## config.mk

```make
export PLATFORM = sky130hd
export DESIGN_NAME = rgbw_sotp_multi_flat
export DESIGN_NICKNAME = d
export VERILOG_FILES = /design/src/rtl/rgbw_sotp_multi_pkg.sv /design/src/rtl/rgbw_sotp_multi_if.sv /design/src/rtl/rgbw_sotp_multi_lane_shifter.sv /design/src/rtl/rgbw_sotp_multi.sv /design/src/flat_wrapper.sv
export SDC_FILE = /design/constraint.sdc
export NUM_CORES = 1
export LEC_CHECK = 0
export CAP_MARGIN = 20
export CORE_MARGIN = 2
export CORE_UTILIZATION = 35
export DETAILED_ROUTE_END_ITERATION = 10
export RECOVER_POWER = 100
export SLEW_MARGIN = 20
export SYNTH_ARGS = -nofsm -noshare
export SYNTH_HDL_FRONTEND = slang
export SYNTH_SLANG_ARGS = --single-unit
```

## constraint.sdc

```tcl
create_clock -name clk -period 6.3 [get_ports clk]
set_input_delay 0.63 -clock clk [delete_from_list [all_inputs] [get_ports clk]]
set_output_delay 0.63 -clock clk [all_outputs]
set_load 0.03 [all_outputs]
```

## src/rtl/rgbw_sotp_multi_pkg.sv

```systemverilog
// Shared types and constants for the multi-lane RGBW serial transmitter:
// FSM encoding, LED word widths and default bit/latch timing.
package rgbw_sotp_pkg;

  typedef enum logic [1:0] {
    ST_IDLE  = 2'd0,
    ST_LOAD  = 2'd1,
    ST_SEND  = 2'd2,
    ST_LATCH = 2'd3
  } state_t;

  localparam int RGB_BITS  = 24;
  localparam int RGBW_BITS = 32;
  localparam int LANE_BITS = 32;

  localparam int DEF_T0H     = 2;
  localparam int DEF_T0L     = 6;
  localparam int DEF_T1H     = 4;
  localparam int DEF_T1L     = 4;
  localparam int DEF_STR_RST = 7800;

  // Index of the first (most significant) bit sent for the chosen word size.
  function automatic logic [4:0] first_bit(input logic rgbw);
    return rgbw ? 5'(RGBW_BITS - 1) : 5'(RGB_BITS - 1);
  endfunction

endpackage

```

## src/rtl/rgbw_sotp_multi_if.sv

```systemverilog
// FIFO read-side handshake between async_fifo and the transmitter;
// the transmitter uses the master modport, the FIFO the slave modport.
interface rgbw_sotp_multi_if
  import rgbw_sotp_pkg::*;
#(
  parameter int NUM_CH = 2
);
  logic                          in_rd_fifo_empty;
  logic [NUM_CH*LANE_BITS-1:0]   in_rd_fifo_data;
  logic                          out_rd_fifo_en;

  modport master (input in_rd_fifo_empty, input in_rd_fifo_data, output out_rd_fifo_en);
  modport slave  (output in_rd_fifo_empty, output in_rd_fifo_data, input out_rd_fifo_en);
endinterface

```

## src/rtl/rgbw_sotp_multi_lane_shifter.sv

```systemverilog
// One LED lane: MSB-aligned shift register plus registered serial output.
// Define SOTP_OUT_INVERT_EN to invert the output register (idle/latch level 1).
module rgbw_lane_shifter
  import rgbw_sotp_pkg::*;
#(
  parameter int T0H = DEF_T0H,
  parameter int T1H = DEF_T1H,
  parameter int TW  = 13
) (
  input  logic                 clk,
  input  logic                 rst,
  input  logic                 load,
  input  logic                 shift,
  input  logic                 mode,
  input  logic [LANE_BITS-1:0] data,
  input  logic                 active,
  input  logic [TW-1:0]        timer,
  output logic                 sig
);

  logic [LANE_BITS-1:0] shreg_reg, shreg_next;
  logic                 bit_next;
  logic                 high_next;
  logic                 sig_reg;

  // RGB words are left-aligned so the bit on the wire is always bit 31.
  always_comb begin
    shreg_next = shreg_reg;
    if (load) begin
      shreg_next = mode ? data : {data[RGB_BITS-1:0], {(LANE_BITS-RGB_BITS){1'b0}}};
    end else if (shift) begin
      shreg_next = shreg_reg << 1;
    end
    bit_next  = shreg_next[LANE_BITS-1];
    high_next = active && (timer < (bit_next ? TW'(T1H) : TW'(T0H)));
  end

  always_ff @(posedge clk or negedge rst) begin
    if (!rst) begin
      shreg_reg <= '0;
`ifdef SOTP_OUT_INVERT_EN
      sig_reg   <= 1'b1;
`else
      sig_reg   <= 1'b0;
`endif
    end else begin
      shreg_reg <= shreg_next;
`ifdef SOTP_OUT_INVERT_EN
      sig_reg   <= ~high_next;
`else
      sig_reg   <= high_next;
`endif
    end
  end

  assign sig = sig_reg;

endmodule

```

## src/rtl/rgbw_sotp_multi.sv

```systemverilog
// Multi-lane SK6812-style transmitter: one FIFO word feeds NUM_CH lanes in
// lockstep. Optional output inversion via SOTP_OUT_INVERT_EN (in the lane shifter).
module rgbw_sotp_multi
  import rgbw_sotp_pkg::*;
#(
  parameter int NUM_CH         = 2,
  parameter int RGBW_T0H       = DEF_T0H,
  parameter int RGBW_T0L       = DEF_T0L,
  parameter int RGBW_T1H       = DEF_T1H,
  parameter int RGBW_T1L       = DEF_T1L,
  parameter int RGBW_STR_RST   = DEF_STR_RST,
  parameter int LEDS_PER_FRAME = 8,
  parameter int COUNTER_MAX    = 7800
) (
  input  logic                clk,
  input  logic                rst,
  input  logic                in_rgbw_mode,
  rgbw_sotp_multi_if.master   fifo,
  output logic [NUM_CH-1:0]   out_sig,
  output logic                out_busy,
  output logic                out_frame_done,
  output logic                out_underrun
);

  localparam int BIT_PERIOD = (RGBW_T0H + RGBW_T0L > RGBW_T1H + RGBW_T1L) ?
                              (RGBW_T0H + RGBW_T0L) : (RGBW_T1H + RGBW_T1L);
  localparam int TW = $clog2(COUNTER_MAX + 1);
  localparam int LW = $clog2(LEDS_PER_FRAME + 1);

  state_t         state_reg, state_next;
  logic [TW-1:0]  timer_reg, timer_next;
  logic [4:0]     bit_idx_reg, bit_idx_next;
  logic [LW-1:0]  led_reg, led_next;
  logic           mode_reg, mode_next;
  logic           fetch_reg, fetch_next;
  logic           underrun_reg, underrun_next;
  logic           rd_en, load, shift, prefetch_pt, active_next;

  assign prefetch_pt = (bit_idx_reg == 5'd0) && (led_reg != LW'(LEDS_PER_FRAME - 1));

  always_comb begin
    state_next    = state_reg;
    timer_next    = timer_reg;
    bit_idx_next  = bit_idx_reg;
    led_next      = led_reg;
    mode_next     = mode_reg;
    fetch_next    = fetch_reg;
    underrun_next = underrun_reg;
    rd_en         = 1'b0;
    load          = 1'b0;
    shift         = 1'b0;
    unique case (state_reg)
      ST_IDLE: begin
        led_next   = '0;
        timer_next = '0;
        if (!fifo.in_rd_fifo_empty) begin
          rd_en      = 1'b1;
          mode_next  = in_rgbw_mode;
          state_next = ST_LOAD;
        end
      end
      ST_LOAD: begin
        load         = 1'b1;
        bit_idx_next = first_bit(mode_reg);
        timer_next   = '0;
        fetch_next   = 1'b0;
        state_next   = ST_SEND;
      end
      ST_SEND: begin
        timer_next = timer_reg + 1'b1;
        // Prefetch one clock ahead so the next word lands on the last low clock.
        if (prefetch_pt && timer_reg == TW'(BIT_PERIOD - 2)) begin
          if (!fifo.in_rd_fifo_empty) begin
            rd_en      = 1'b1;
            fetch_next = 1'b1;
          end else begin
            underrun_next = 1'b1;
            fetch_next    = 1'b0;
          end
        end
        if (timer_reg == TW'(BIT_PERIOD - 1)) begin
          timer_next = '0;
          if (bit_idx_reg != 5'd0) begin
            bit_idx_next = bit_idx_reg - 1'b1;
            shift        = 1'b1;
          end else if (prefetch_pt && fetch_reg) begin
            load         = 1'b1;
            bit_idx_next = first_bit(mode_reg);
            led_next     = led_reg + 1'b1;
          end else begin
            state_next = ST_LATCH;
          end
        end
      end
      ST_LATCH: begin
        timer_next = timer_reg + 1'b1;
        if (timer_reg == TW'(RGBW_STR_RST - 1)) begin
          timer_next = '0;
          state_next = ST_IDLE;
        end
      end
      default: state_next = ST_IDLE;
    endcase
  end

  always_ff @(posedge clk or negedge rst) begin
    if (!rst) begin
      state_reg    <= ST_IDLE;
      timer_reg    <= '0;
      bit_idx_reg  <= '0;
      led_reg      <= '0;
      mode_reg     <= 1'b0;
      fetch_reg    <= 1'b0;
      underrun_reg <= 1'b0;
    end else begin
      state_reg    <= state_next;
      timer_reg    <= timer_next;
      bit_idx_reg  <= bit_idx_next;
      led_reg      <= led_next;
      mode_reg     <= mode_next;
      fetch_reg    <= fetch_next;
      underrun_reg <= underrun_next;
    end
  end

  assign active_next = (state_next == ST_SEND);

  genvar gi;
  generate
    for (gi = 0; gi < NUM_CH; gi++) begin : g_lane
      rgbw_lane_shifter #(
        .T0H (RGBW_T0H),
        .T1H (RGBW_T1H),
        .TW  (TW)
      ) u_lane (
        .clk    (clk),
        .rst    (rst),
        .load   (load),
        .shift  (shift),
        .mode   (mode_reg),
        .data   (fifo.in_rd_fifo_data[gi*LANE_BITS +: LANE_BITS]),
        .active (active_next),
        .timer  (timer_next),
        .sig    (out_sig[gi])
      );
    end
  endgenerate

  // The FIFO must never be read while reset is held, even with data waiting.
  assign fifo.out_rd_fifo_en = rd_en & rst;
  assign out_busy            = (state_reg != ST_IDLE);
  assign out_frame_done      = (state_reg == ST_LATCH) && (timer_reg == TW'(RGBW_STR_RST - 1));
  assign out_underrun        = underrun_reg;

endmodule
```

## src/flat_wrapper.sv

```systemverilog
// flat-port wrapper written by rule: the top's interface ports become plain ports
module rgbw_sotp_multi_flat import rgbw_sotp_pkg::*;
#(
  parameter int NUM_CH         = 2,
  parameter int RGBW_T0H       = DEF_T0H,
  parameter int RGBW_T0L       = DEF_T0L,
  parameter int RGBW_T1H       = DEF_T1H,
  parameter int RGBW_T1L       = DEF_T1L,
  parameter int RGBW_STR_RST   = DEF_STR_RST,
  parameter int LEDS_PER_FRAME = 8,
  parameter int COUNTER_MAX    = 7800
)
  (clk, rst, in_rgbw_mode, out_sig, out_busy, out_frame_done, out_underrun, fifo_in_rd_fifo_empty, fifo_in_rd_fifo_data, fifo_out_rd_fifo_en);
  rgbw_sotp_multi_if #(.NUM_CH(NUM_CH)) fifo_i ();
  input  logic clk;
  input  logic rst;
  input  logic in_rgbw_mode;
  output logic [NUM_CH-1:0] out_sig;
  output logic out_busy;
  output logic out_frame_done;
  output logic out_underrun;
  input wire logic [$bits(fifo_i.in_rd_fifo_empty)-1:0] fifo_in_rd_fifo_empty;
  input wire logic [$bits(fifo_i.in_rd_fifo_data)-1:0] fifo_in_rd_fifo_data;
  output wire logic [$bits(fifo_i.out_rd_fifo_en)-1:0] fifo_out_rd_fifo_en;
  assign fifo_i.in_rd_fifo_empty = fifo_in_rd_fifo_empty;
  assign fifo_i.in_rd_fifo_data = fifo_in_rd_fifo_data;
  assign fifo_out_rd_fifo_en = fifo_i.out_rd_fifo_en;
  rgbw_sotp_multi #(.NUM_CH(NUM_CH), .RGBW_T0H(RGBW_T0H), .RGBW_T0L(RGBW_T0L), .RGBW_T1H(RGBW_T1H), .RGBW_T1L(RGBW_T1L), .RGBW_STR_RST(RGBW_STR_RST), .LEDS_PER_FRAME(LEDS_PER_FRAME), .COUNTER_MAX(COUNTER_MAX)) u_core (.clk(clk), .rst(rst), .in_rgbw_mode(in_rgbw_mode), .fifo(fifo_i), .out_sig(out_sig), .out_busy(out_busy), .out_frame_done(out_frame_done), .out_underrun(out_underrun));
endmodule
```

=== Yosys cells after proc, flatten, opt, wreduce, memory -nomap -nowiden ===
Cells that the tools add are included.

* Add/subtract/negate cells: 3
* $lt $le $gt $ge: 2
* Equality and inequality tests: 13
* Multiplexer cells: 38
* Bitwise logic cells: 2
* Reductions and logical operators: 19

{| class="wikitable"
|+ Operator list
! kind !! number
|-
| $mux W32 || 6
|-
| $pmux W13 S3 || 1
|-
| $eq A13 B3 Y1 const B || 2
|-
| $lt A13 B3 Y1 || 2
|-
| $mux W13 || 2
|-
| $mux W4 || 4
|-
| $mux W5 || 3
|-
| $add A13 B1 Y13 const B || 1
|-
| $eq A13 B13 Y1 const B || 1
|-
| $mux W2 || 5
|-
| $pmux W5 S2 || 1
|-
| $mux W1 || 9
|-
| $pmux W2 S4 || 1
|-
| $pmux W4 S2 || 1
|-
| $reduce_bool A2 Y1 || 4
|-
| $eq A2 B2 Y1 const B || 3
|-
| $logic_and A1 B1 Y1 || 6
|-
| $mux W3 || 2
|-
| $ne A2 B1 Y1 const B || 3
|-
| $pmux W1 S2 || 3
|-
| $reduce_and A3 Y1 || 2
|-
| $logic_not A5 Y1 || 1
|-
| $reduce_bool A5 Y1 || 1
|-
| $sub A5 B1 Y5 const B || 1
|-
| 11 further kinds || 12
|}

* Bits in registers: 93
* Bits of input ports: 68
* Output and inout bits: 6
* Logic and storage cells: 90

=== Longest topological paths before layout ===
Gate-level depths: netlist of the first run.

* Word-level depth: 11
* Mapped depth: 10
* Mapped depth without buffers: 8

=== By module ===
A second synthesis of the first run with hierarchy kept.

* Cells, all modules: 515
* Area, all modules: 5215.0 um2

{| class="wikitable"
|+ By module, submodules not included
! module !! instances !! cells an instance !! area each (um2) !! seq. area each (um2)
|-
| rgbw_lane_shifter || 2 || 175 || 1825.5 || 825.8
|-
| rgbw_sotp_multi || 1 || 165 || 1564.0 || 675.6
|}

=== Worst setup path after synthesis of the first run ===
OpenSTA, ideal clock, no wires.

* Kind: register -> output
* Start point: register u_core.bit_idx_reg[0]
* End point: output port fifo_out_rd_fifo_en
* Data arrival time: 2403 ps
* Data required time: 5670 ps
* Setup slack: 3267 ps
* Cell stages (with the launch flop): 8
* Buffers on the path: 1
* Path through: dfrtp_1 -> inv_1 -> ha_1 -> or4b_1 -> buf_2 -> nor4_1 -> nor2_1 -> nor3b_1

* Longest elaborated chain between the ends: 6

{| class="wikitable"
|+ Ends and longest elaborated chain
! element !! line !! source
|-
| start, declared || rgbw_sotp_multi.sv:32 || <nowiki>logic [4:0] bit_idx_reg, bit_idx_next;</nowiki>
|-
| start signal, assigned || rgbw_sotp_multi.sv:118 || <nowiki>bit_idx_reg <= bit_idx_next;</nowiki>
|-
| $logic_not A5 Y1 || rgbw_sotp_multi.sv:39 || <nowiki>assign prefetch_pt = (bit_idx_reg == 5'd0) && (led_reg != LW'(LEDS_PER_FRAME - 1));</nowiki>
|-
| $logic_and A1 B1 Y1 || rgbw_sotp_multi.sv:39 ||
|-
| $logic_and A1 B1 Y1 || rgbw_sotp_multi.sv:72 || <nowiki>if (prefetch_pt && timer_reg == TW'(BIT_PERIOD - 2)) begin</nowiki>
|-
| $mux W1 || rgbw_sotp_multi.sv:72 ||
|-
| $pmux W1 S2 || rgbw_sotp_multi.sv:52 || <nowiki>unique case (state_reg)</nowiki>
|-
| $and A1 B1 Y1 || rgbw_sotp_multi.sv:150 || <nowiki>assign fifo.out_rd_fifo_en = rd_en & rst;</nowiki>
|-
| end, declared || flat_wrapper.sv:24 || <nowiki>output wire logic [$bits(fifo_i.out_rd_fifo_en)-1:0] fifo_out_rd_fifo_en;</nowiki>
|}

Every way passes these cells.

=== Worst setup path in the final report of the first run ===
* Start point: register u_core.timer_reg[0]
* End point: register u_core.g_lane[1].u_lane.shreg_reg[24]

* Longest elaborated chain between the ends: 4
* Elaborated cells on any way between the ends: 7
* Those cells by class: eq/ne (1); mux (5); reduce/logical (1)

{| class="wikitable"
|+ Ends and longest elaborated chain
! element !! line !! source
|-
| start, declared || rgbw_sotp_multi.sv:31 || <nowiki>logic [TW-1:0] timer_reg, timer_next;</nowiki>
|-
| start signal, assigned || rgbw_sotp_multi.sv:117 || <nowiki>timer_reg <= timer_next;</nowiki>
|-
| $eq A13 B3 Y1 (*) || rgbw_sotp_multi.sv:81 || <nowiki>if (timer_reg == TW'(BIT_PERIOD - 1)) begin</nowiki>
|-
| $mux W1 || rgbw_sotp_multi.sv:81 ||
|-
| $pmux W1 S2 / $mux W1 (equally long branches) || rgbw_sotp_multi.sv:52 ||
|-
| $mux W32 / $reduce_bool A2 Y1 (equally long branches) || -- ||
|-
| end signal, assigned || rgbw_sotp_multi_lane_shifter.sv:47 || <nowiki>shreg_reg <= shreg_next;</nowiki>
|-
| end, declared || rgbw_sotp_multi_lane_shifter.sv:21 || <nowiki>logic [LANE_BITS-1:0] shreg_reg, shreg_next;</nowiki>
|}

Mark *: on every way between the ends. The rest lies on a longest branch, timed or not.
A chain may end at the register's enable or synchronous reset.

==> impl_metrics.py, run 1 <==
metrics = {
    "grt": {
        "antenna_found_initial": 0,
        "grt_max_degree": 131,
        "overflow": 0,
        "grt_pass1_vias": 4067,
        "grt_pass1_wl_um": 20400,
        "grt_usage_pct": 15.7,
    },
    "setup_path": {
        "regToRegSetupSlack_ps": 1900,
        "crit_path_end_kind": "register",
        "rr_worst_depth": 7,
        "critPathLaunchType": "register",
        "critPathArrivalTime_ps": 4600,
        "critical_path_class": "reg2reg",
        "cp.required_ps": 6500,
        "cp_max_fo": 45,
        "r2r-start": "u_core.timer_reg[0]",
        "reg2reg_to": "u_core.g_lane[1].u_lane.shreg_reg[24]",
    },
    "place": {
        "place_congestion": 0.843,
        "place_inst": 763,
        "hpwlAfterDp_um": 8560,
        "portBuffers": 73,
    },
    "timing": {
        "setup_viol": 0,
        "hold_viol_final": 0,
        "finalCriticalPeriod_ps": 4400,
        "timing.final.crit_share_pct": 69.8,
        "finalClockSkew_ps": 9.61,
        "fin_tns_setup_ps": 0,
        "slew_headroom_pct": -127,
        "worst_pin_slew_ps": 3410,
        "fmax_mhz": 227,
        "rsz0062_at_grt": "false",
        "maxSlewViolCount": 159,
    },
    "route": {
        "dr_total_vias": 4037,
        "drtIter0Drc": 298,
        "drcViolationCount": 0,
        "wl_um": 12300,
        "ant_nets": 0,
        "avgRoutedWirePerCell_um": 15.8,
        "dr.pass1.iters": 4,
        "via_per_inst": 5.18,
    },
    "run_status": {
        "outcome": "complete, but fails checks",
        "violations": "max-capacitance violations, max-slew violations",
    },
    "synth": {
        "avgSynthCellArea_um2": 10.0,
        "synth-seq-cells": 93,
        "synth-main-ff-cell": "dfrtp_1",
        "yosys.area.top_type": "dfrtp_1",
        "async_flop_share_pct": 100,
        "yosysSeqAreaShare_pct": 43.1,
        "yosys_warnings": 0,
        "ys_types": 53,
        "synth_edf_count": 0,
        "yosys-top-cells-area": "dfrtp_1, mux2i_1, mux2_2, o21ai_0, nand2_1",
        "synth_top_area_share_pct": 43.1,
        "syn_nets": 615,
        "syn_inst": 537,
        "syn_area_um2": 5400,
    },
    "clock_tree": {
        "post_cts_buffers": 0,
        "cts.clk_slew.worst_paths_ps": 70,
        "clock_latency_ps": 350,
        "clock_sinks": 93,
        "hold_buffers": 0,
        "ctsResizeCount": 0,
        "clock_path_buffers": 2,
        "cts_buffers": 9,
        "htreeDepth": 3,
        "cts_tree": "yes",
        "cts-root-buf": "clkbuf_16",
    },
    "layout": {
        "largest_register_ffs": 64,
        "syn2layout_area_growth_pct": 19.6,
        "layout.nets": 664,
        "antennaDiodeCount": 0,
        "instances_no_fill": 779,
        "drive_gt1_share_pct": 12.0,
    },
    "hold_path": {
        "hold_start": "u_core.out_underrun",
        "hold_depth": 1,
        "hold_path.class": "reg2reg",
        "min_to": "u_core.out_underrun",
    },
    "floorplanning": {
        "initial_utilization_pct": 35.6,
        "rows": 45,
        "die_h_um": 128,
        "top_level_ports": 74,
        "dieArea_um2": 16400,
        "coreArea_um2": 15100,
        "die_w_um": 128,
    },
    "pwr": {
        "power_density_nw_per_um2": 366,
        "ir_drop_v": 0.000184,
        "p_leak_uw": 0.00246,
    },
    "flow_run": {
        "max_cap_violations": 3,
    },
}
worst max-delay path, cell delays in order (launching register included):
cell,delay (ps)
dfrtp_1,400
ha_1,280
nand4bb_1,190
nand4b_1,570
nor2_1,1610
buf_4,810
mux2i_1,270
o21ai_0,90
synthesized netlist by cell type, types with 3 or more instances:
cell      instances
ha_1             10
and3_1            3
mux2_2           51
clkbuf_1         15
o211ai_1          3
buf_6             5
nand4_1           5
xnor2_1           9
o21ai_0          54
nor4_1            5
mux2i_1          63
nor3_1            6
a21oi_1           8
and2_1            3
dfrtp_1          93
inv_1            14
nor2_1           29
nand3_1          22
xor2_1            6
nand2_1          61
o21ai_1          17
clkbuf_4          3
buf_2            12
final cells by class:
cell class                      instances  area, µm²
Sequential cell                        93       2330
Tap cell                              188        235
Timing Repair Buffer                   78        756
Clock buffer                           12        246
Clock inverter                          4       55.1
Inverter                               14       52.6
Multi-Input combinational cell        390       2780
Fill cell                            1460       8700
per-layer routing:
layer	wire length (µm)	share of wire, %	vias to the layer above	GRT usage, %
li1	-	-	2000	-
met1	5860	48	1940	20.8
met2	5690	46	78	24.5
met3	487	4.0	19	4.80
met4	241	2.0	0	5.56
met5	0	0	-	0
per-stage QoR:
stage	hold slack (ps)	total power [µW]	utilization, %	worst slack [ps]	instance area (µm²)
6_report	459	2360	42.6	1900	6450
5_1_grt	485	2540	42.6	1550	6450
4_1_cts	174	2400	42.8	2520	6480
3_5_place_dp	453	1820	40.8	2910	6180
3_3_place_gp	447	1790	40.8	2990	6180
2_1_floorplan	334	1600	-	3270	5400
cell families after synthesis:
family,count (synthesis),share of synthesized area [%]
AND/OR/NAND/NOR,148,13.3
multiplexers,115,22.5
AO/OA/AOI/OAI,102,11.1
flip-flops,93,43.1
buffers and inverters,54,5.12
XOR/XNOR,15,2.44
adder cells (fa/ha/maj),10,2.32
how the worst max path moves through the flow:
stage	start	end	slack, ps
detailed placement	u_core.bit_idx_reg[0]	fifo_out_rd_fifo_en	2910
CTS	u_core.bit_idx_reg[0]	fifo_out_rd_fifo_en	2520
floorplan	u_core.bit_idx_reg[0]	fifo_out_rd_fifo_en	3270
global placement	u_core.bit_idx_reg[0]	fifo_out_rd_fifo_en	2990
finish	u_core.timer_reg[0]	u_core.g_lane[1].u_lane.shreg_reg[24]	1900
global route	u_core.timer_reg[0]	u_core.g_lane[1].u_lane.shreg_reg[10]	1550
cell usage in the layout, fill, tap and decap left out, types with 2 or more instances in the layout:
| cell type | Yosys | final |
|---|---|---|
| o221ai_1 | 2 | 2 |
| nand3_1 | 22 | 22 |
| and3_1 | 3 | 3 |
| inv_6 | 0 | 2 |
| mux2_1 | 1 | 2 |
| o21a_1 | 2 | 2 |
| a22o_1 | 2 | 2 |
| inv_1 | 14 | 14 |
| nand4b_1 | 1 | 2 |
| ha_1 | 10 | 10 |
| nand3b_1 | 2 | 2 |
| clkdlybuf4s50_1 | 0 | 66 |
| nor4_1 | 5 | 5 |
| nor2_1 | 29 | 29 |
| o21ai_0 | 54 | 70 |
| and2_1 | 3 | 2 |
| a21oi_1 | 8 | 8 |
| dlygate4sd3_1 | 0 | 6 |
| nand4_1 | 5 | 5 |
| nand2_1 | 61 | 61 |
| a31oi_1 | 2 | 2 |
| mux2_2 | 51 | 50 |
| o311ai_0 | 1 | 3 |
| clkbuf_1 | 15 | 5 |
| xnor2_1 | 9 | 9 |
| o31a_1 | 2 | 2 |
| nor2b_1 | 2 | 2 |
| dfrtp_1 | 93 | 92 |
| o211ai_1 | 3 | 3 |
| mux2i_1 | 63 | 63 |
| xor2_1 | 6 | 6 |
| clkbuf_16 | 0 | 9 |
| nor3_1 | 6 | 6 |
report_power, final:
part	switching, µW	internal, µW	total (µW)
combinational	490	392	882
sequential	109	807	916
clock	241	322	563
No activity file was read; power rests on OpenSTA's default activity.
==> run 2, diff against run 1 <==
==> constraint.sdc (replaced) <==
create_clock -name clk -period 4.5 [get_ports clk]
set_input_delay 0.45 -clock clk [delete_from_list [all_inputs] [get_ports clk]]
set_output_delay 0.45 -clock clk [all_outputs]
set_load 0.03 [all_outputs]
==> impl_metrics.py, run 2 (synthesized netlist as in run 1, its figures left out) <==
metrics = {
    "route": {
        "drcViolationCount": 0,
        "dr_total_vias": 3981,
        "via_per_inst": 5.11,
        "drtIter0Drc": 262,
        "dr.pass1.iters": 4,
        "avgRoutedWirePerCell_um": 15.4,
        "ant_nets": 0,
        "wl_um": 12000,
    },
    "setup_path": {
        "crit_path_end_kind": "register",
        "r2r-start": "u_core.timer_reg[0]",
        "cp.required_ps": 4650,
        "cp_max_fo": 78,
        "regToRegSetupSlack_ps": 820,
        "startpoint": "u_core.timer_reg[0]",
        "critical_path_class": "reg2reg",
        "critPathLaunchType": "register",
        "critPathArrivalTime_ps": 3830,
    },
    "run_status": {
        "violations": "max-capacitance violations, max-slew violations",
        "outcome": "complete, but fails checks",
    },
    "floorplanning": {
        "rows": 45,
        "die_w_um": 128,
        "dieArea_um2": 16400,
        "die_h_um": 128,
        "initial_utilization_pct": 35.6,
        "coreArea_um2": 15100,
        "top_level_ports": 74,
    },
    "place": {
        "portBuffers": 73,
        "place_congestion": 0.860,
        "place_inst": 764,
        "hpwlAfterDp_um": 8700,
    },
    "layout": {
        "fillers": 1473,
        "syn2layout_area_growth_pct": 19.7,
        "most-common-layout-cells": "dfrtp_1, o21ai_0, clkdlybuf4s50_1",
        "final_common_cell": "dfrtp_1",
        "layout.nets": 665,
        "antennaDiodeCount": 0,
        "largest_register_ffs": 64,
        "drive_gt1_share_pct": 12.7,
        "instances_no_fill": 779,
    },
    "grt": {
        "grt_usage_pct": 15.5,
        "overflow": 0,
        "grt_pass1_wl_um": 20200,
        "grt_pass1_vias": 3968,
        "grt_max_degree": 79,
        "antenna_found_initial": 0,
    },
    "timing": {
        "slew_headroom_pct": -11.8,
        "fmax_mhz": 272,
        "timing.final.crit_share_pct": 81.7,
        "rsz0062_at_grt": "false",
        "finalCriticalPeriod_ps": 3680,
        "maxSlewViolCount": 96,
        "setup_viol": 0,
        "finalClockSkew_ps": 11.2,
        "worst_pin_slew_ps": 1680,
        "fin_tns_setup_ps": 0,
        "hold_viol_final": 0,
    },
    "flow_run": {
        "max_cap_violations": 2,
    },
    "pwr": {
        "swShare_pct": 35.2,
        "ir_drop_v": 0.000208,
        "p_sw_uw": 1150,
        "p_clk_share_pct": 23.5,
        "p_leak_uw": 0.00248,
        "power_density_nw_per_um2": 504,
        "comb_power_share_pct": 35.5,
        "p_seq_share_pct": 41.0,
        "p_int_uw": 2110,
    },
    "clock_tree": {
        "htreeDepth": 3,
        "post_cts_buffers": 0,
        "cts_buffers": 9,
        "clock_path_buffers": 2,
        "ctsResizeCount": 0,
        "cts_tree": "yes",
        "cts-root-buf": "clkbuf_16",
        "clock_sinks": 93,
        "cts.clk_slew.worst_paths_ps": 70,
        "hold_buffers": 0,
        "clock_latency_ps": 350,
    },
    "hold_path": {
        "hold_path.class": "in2async",
    },
}
[run 2: changes by cell type in the layout (fill, tap and decap cells not counted), sizes merged]
cell	delta
clkinv	+2
inv	-2
[run 2: cell type report]
| cell class | count | area (µm²) | area share [%] |
|---|---|---|---|
| sequential | 93 | 2330 | 36.1 |
| multi-input combinational | 390 | 2780 | 43.1 |
| clock inverter | 4 | 47.5 | 0.736 |
| tap | 188 | 235 | 3.64 |
| clock buffer | 11 | 253 | 3.91 |
| inverter | 14 | 52.6 | 0.814 |
| timing repair buffer | 79 | 758 | 11.7 |
[run 2: routing by layer]
| metal | vias up | wire length, µm | GRT usage, % |
|---|---|---|---|
| li1 | 1999 | - | - |
| met1 | 1902 | 5870 | 21.8 |
| met2 | 66 | 5580 | 24.0 |
| met3 | 14 | 400 | 3.42 |
| met4 | 0 | 165 | 4.46 |
| met5 | - | 0 | 0 |
[run 2: worst paths after layout]
| kind | endpoint | cells past startpoint |
|---|---|---|
| max in group asynchronous | u_core.mode_reg | 2 |
| worst min-delay path | u_core.g_lane[0].u_lane.shreg_reg[12] | 1 |
| worst max-delay path | u_core.g_lane[0].u_lane.shreg_reg[9] | 6 |
| min in group clk | u_core.out_underrun | 1 |
| worst min register to register | u_core.out_underrun | 1 |
| worst max register to register | u_core.g_lane[0].u_lane.shreg_reg[9] | 6 |
[run 2: through the flow]
stage / total power (µW) / hold WS [ps] / worst slack [ps] / util [%] / instance area [µm²]
after floorplan: 2240 / 154 / 1650 / - / 5400
after detailed placement: 2540 / 391 / 1280 / 40.9 / 6190
final: 3250 / 462 / 823 / 42.6 / 6460
after CTS: 3320 / 22.5 / 898 / 42.8 / 6490
after global placement: 2510 / 391 / 1340 / 40.9 / 6190
after global routing: 3520 / 510 / 400 / 42.6 / 6460
[run 2: worst max-delay path, cell delays in order, from the launching register on]
cell       delay (ps)
dfrtp_1           400
ha_1              290
nand4bb_1         200
nand4b_1          570
o41ai_4           740
clkbuf_2         1010
o21ai_0           270
[run 2: power groups by stage]
stage	Clock (µW)	Combinational (µW)	Sequential (µW)
6_report	766	1150	1330
5_1_grt	824	1320	1380
4_1_cts	787	1190	1340
3_5_place_dp	0	1190	1350
3_3_place_gp	0	1170	1340
2_1_floorplan	0	991	1250
==> run 3, diff against run 2 <==
==> constraint.sdc (replaced) <==
create_clock -name clk -period 3.3 [get_ports clk]
set_input_delay 0.33 -clock clk [delete_from_list [all_inputs] [get_ports clk]]
set_output_delay 0.33 -clock clk [all_outputs]
set_load 0.03 [all_outputs]
==> impl_metrics.py, run 3 (synthesized netlist as in run 1, its figures left out) <==
metrics = {
    "layout": {
        "largest_register_ffs": 64,
        "final_common_cell": "dfrtp_1",
        "drive_gt1_share_pct": 12.7,
        "most-common-layout-cells": "dfrtp_1, o21ai_0, clkdlybuf4s50_1",
        "instances_no_fill": 788,
        "layout.nets": 672,
        "syn2layout_area_growth_pct": 20.8,
    },
    "timing": {
        "fmax_mhz": 350,
        "timing.final.crit_share_pct": 86.5,
        "setup_viol": 0,
        "fin_ws_ps": 446,
        "finalClockSkew_ps": 6.70,
        "fin_tns_setup_ps": 0,
        "maxSlewViolCount": 0,
        "worst_pin_slew_ps": 1440,
        "rsz0062_at_grt": "false",
        "hold_viol_final": 0,
        "finalCriticalPeriod_ps": 2850,
        "slew_headroom_pct": 3.80,
    },
    "run_status": {
        "outcome": "complete, no violations",
    },
    "clock_tree": {
        "hold_buffers": 0,
        "clock_latency_ps": 340,
        "cts_tree": "yes",
        "clock_sinks": 93,
        "post_cts_buffers": 0,
        "cts.clk_slew.worst_paths_ps": 60,
        "cts_buffers": 9,
        "cts-root-buf": "clkbuf_16",
        "ctsResizeCount": 0,
        "clock_path_buffers": 2,
        "htreeDepth": 3,
    },
    "floorplanning": {
        "coreArea_um2": 15100,
        "rows": 45,
        "top_level_ports": 74,
        "die_w_um": 128,
        "initial_utilization_pct": 35.6,
        "dieArea_um2": 16400,
        "die_h_um": 128,
    },
    "route": {
        "ant_nets": 0,
        "avgRoutedWirePerCell_um": 15.6,
        "drcViolationCount": 0,
        "drtIter0Drc": 224,
        "dr.pass1.iters": 4,
        "dr_total_vias": 4049,
        "wl_um": 12300,
        "via_per_inst": 5.14,
    },
    "place": {
        "portBuffers": 73,
        "dp_slack_ps": 489,
        "place_inst": 771,
        "hpwlAfterDp_um": 8930,
        "place_congestion": 0.846,
    },
    "setup_path": {
        "critPathLaunchType": "register",
        "startpoint": "u_core.state_reg[0]",
        "critPathArrivalTime_ps": 3060,
        "cp_max_fo": 50,
        "cpMaxStageDelayCell": "clkbuf_4",
        "rr_worst_depth": 8,
        "reg2reg_to": "u_core.g_lane[0].u_lane.shreg_reg[4]",
        "cp.required_ps": 3500,
        "crit_path_end_kind": "register",
        "path_cells": "inv_1 > ha_1 > clkbuf_1 > nand2_2 > nor2_1 > clkbuf_4 > mux2i_1 > o21ai_0",
        "r2r-start": "u_core.state_reg[0]",
        "critical_path_class": "reg2reg",
        "regToRegSetupSlack_ps": 450,
        "cpPeakStageDelay_ps": 780,
        "cp-endpoint": "u_core.g_lane[0].u_lane.shreg_reg[4]",
    },
    "grt": {
        "grt_pass1_vias": 4085,
        "grt_usage_pct": 15.7,
        "antenna_found_initial": 0,
        "grt_max_degree": 90,
        "overflow": 0,
        "grt_pass1_wl_um": 20700,
    },
    "pwr": {
        "power_density_nw_per_um2": 696,
        "p_leak_uw": 0.00248,
        "ir_drop_v": 0.000309,
        "power_uw": 4530,
    },
    "hold_path": {
        "hold_path.class": "reg2reg",
    },
    "flow_run": {
        "max_cap_violations": 0,
    },
}
## run 3: area by class of cell
| type | instances | area (µm²) |
|---|---|---|
| multi-input cells | 390 | 2770 |
| repair buffers | 86 | 817 |
| clock inverters | 5 | 75.1 |
| flip-flops and latches | 93 | 2330 |
| diodes | 1 | 2.50 |
| inverters | 14 | 52.6 |
| clock buffers | 11 | 233 |
| well taps | 188 | 235 |
| fillers | 1471 | 8630 |
## run 3: report_power, final
part | switching (µW) | total, µW | internal (µW)
registers | 294 | 1830 | 1540
clock network | 428 | 1090 | 660
logic | 863 | 1610 | 749
## run 3: worst min-delay path by stage
| stage | to | slack (ps) | start | cells after the start |
|---|---|---|---|---|
| detailed placement | u_core.out_underrun | 450 | u_core.out_underrun | 1 |
| global placement | u_core.out_underrun | 450 | u_core.out_underrun | 1 |
| floorplan | u_core.bit_idx_reg[0] | 30 | rst | 0 |
| finish | u_core.out_underrun | 450 | u_core.out_underrun | 1 |
| global route | u_core.out_underrun | 480 | u_core.out_underrun | 1 |
| CTS | u_core.g_lane[1].u_lane.shreg_reg[23] | 220 | rst | 2 |
## run 3: worst max-delay path: cells and delay by family (launching register included)
family          cells  cell delay, ps
fa+ha+maj           1             180
buf+inv             3            1330
simple gates        2             420
compound gates      1             110
mux                 1             250
flops               1             410
## run 3: layer usage
layer	share of wire [%]	track usage [%]	routed length (µm)	vias up
li1	-	-	-	2022
met1	48	21.1	5870	1942
met2	48	25.8	5860	72
met3	3.2	2.84	397	13
met4	1.5	5.24	184	0
met5	0	0	0	-
## run 3: per-stage QoR
stage	hold slack [ps]	instance area, µm²	utilization (%)
floorplan	34.4	5400	-
global placement	447	6280	41.5
detailed placement	452	6280	41.5
CTS	217	6590	43.5
global route	477	6510	43.0
finish	455	6520	43.0
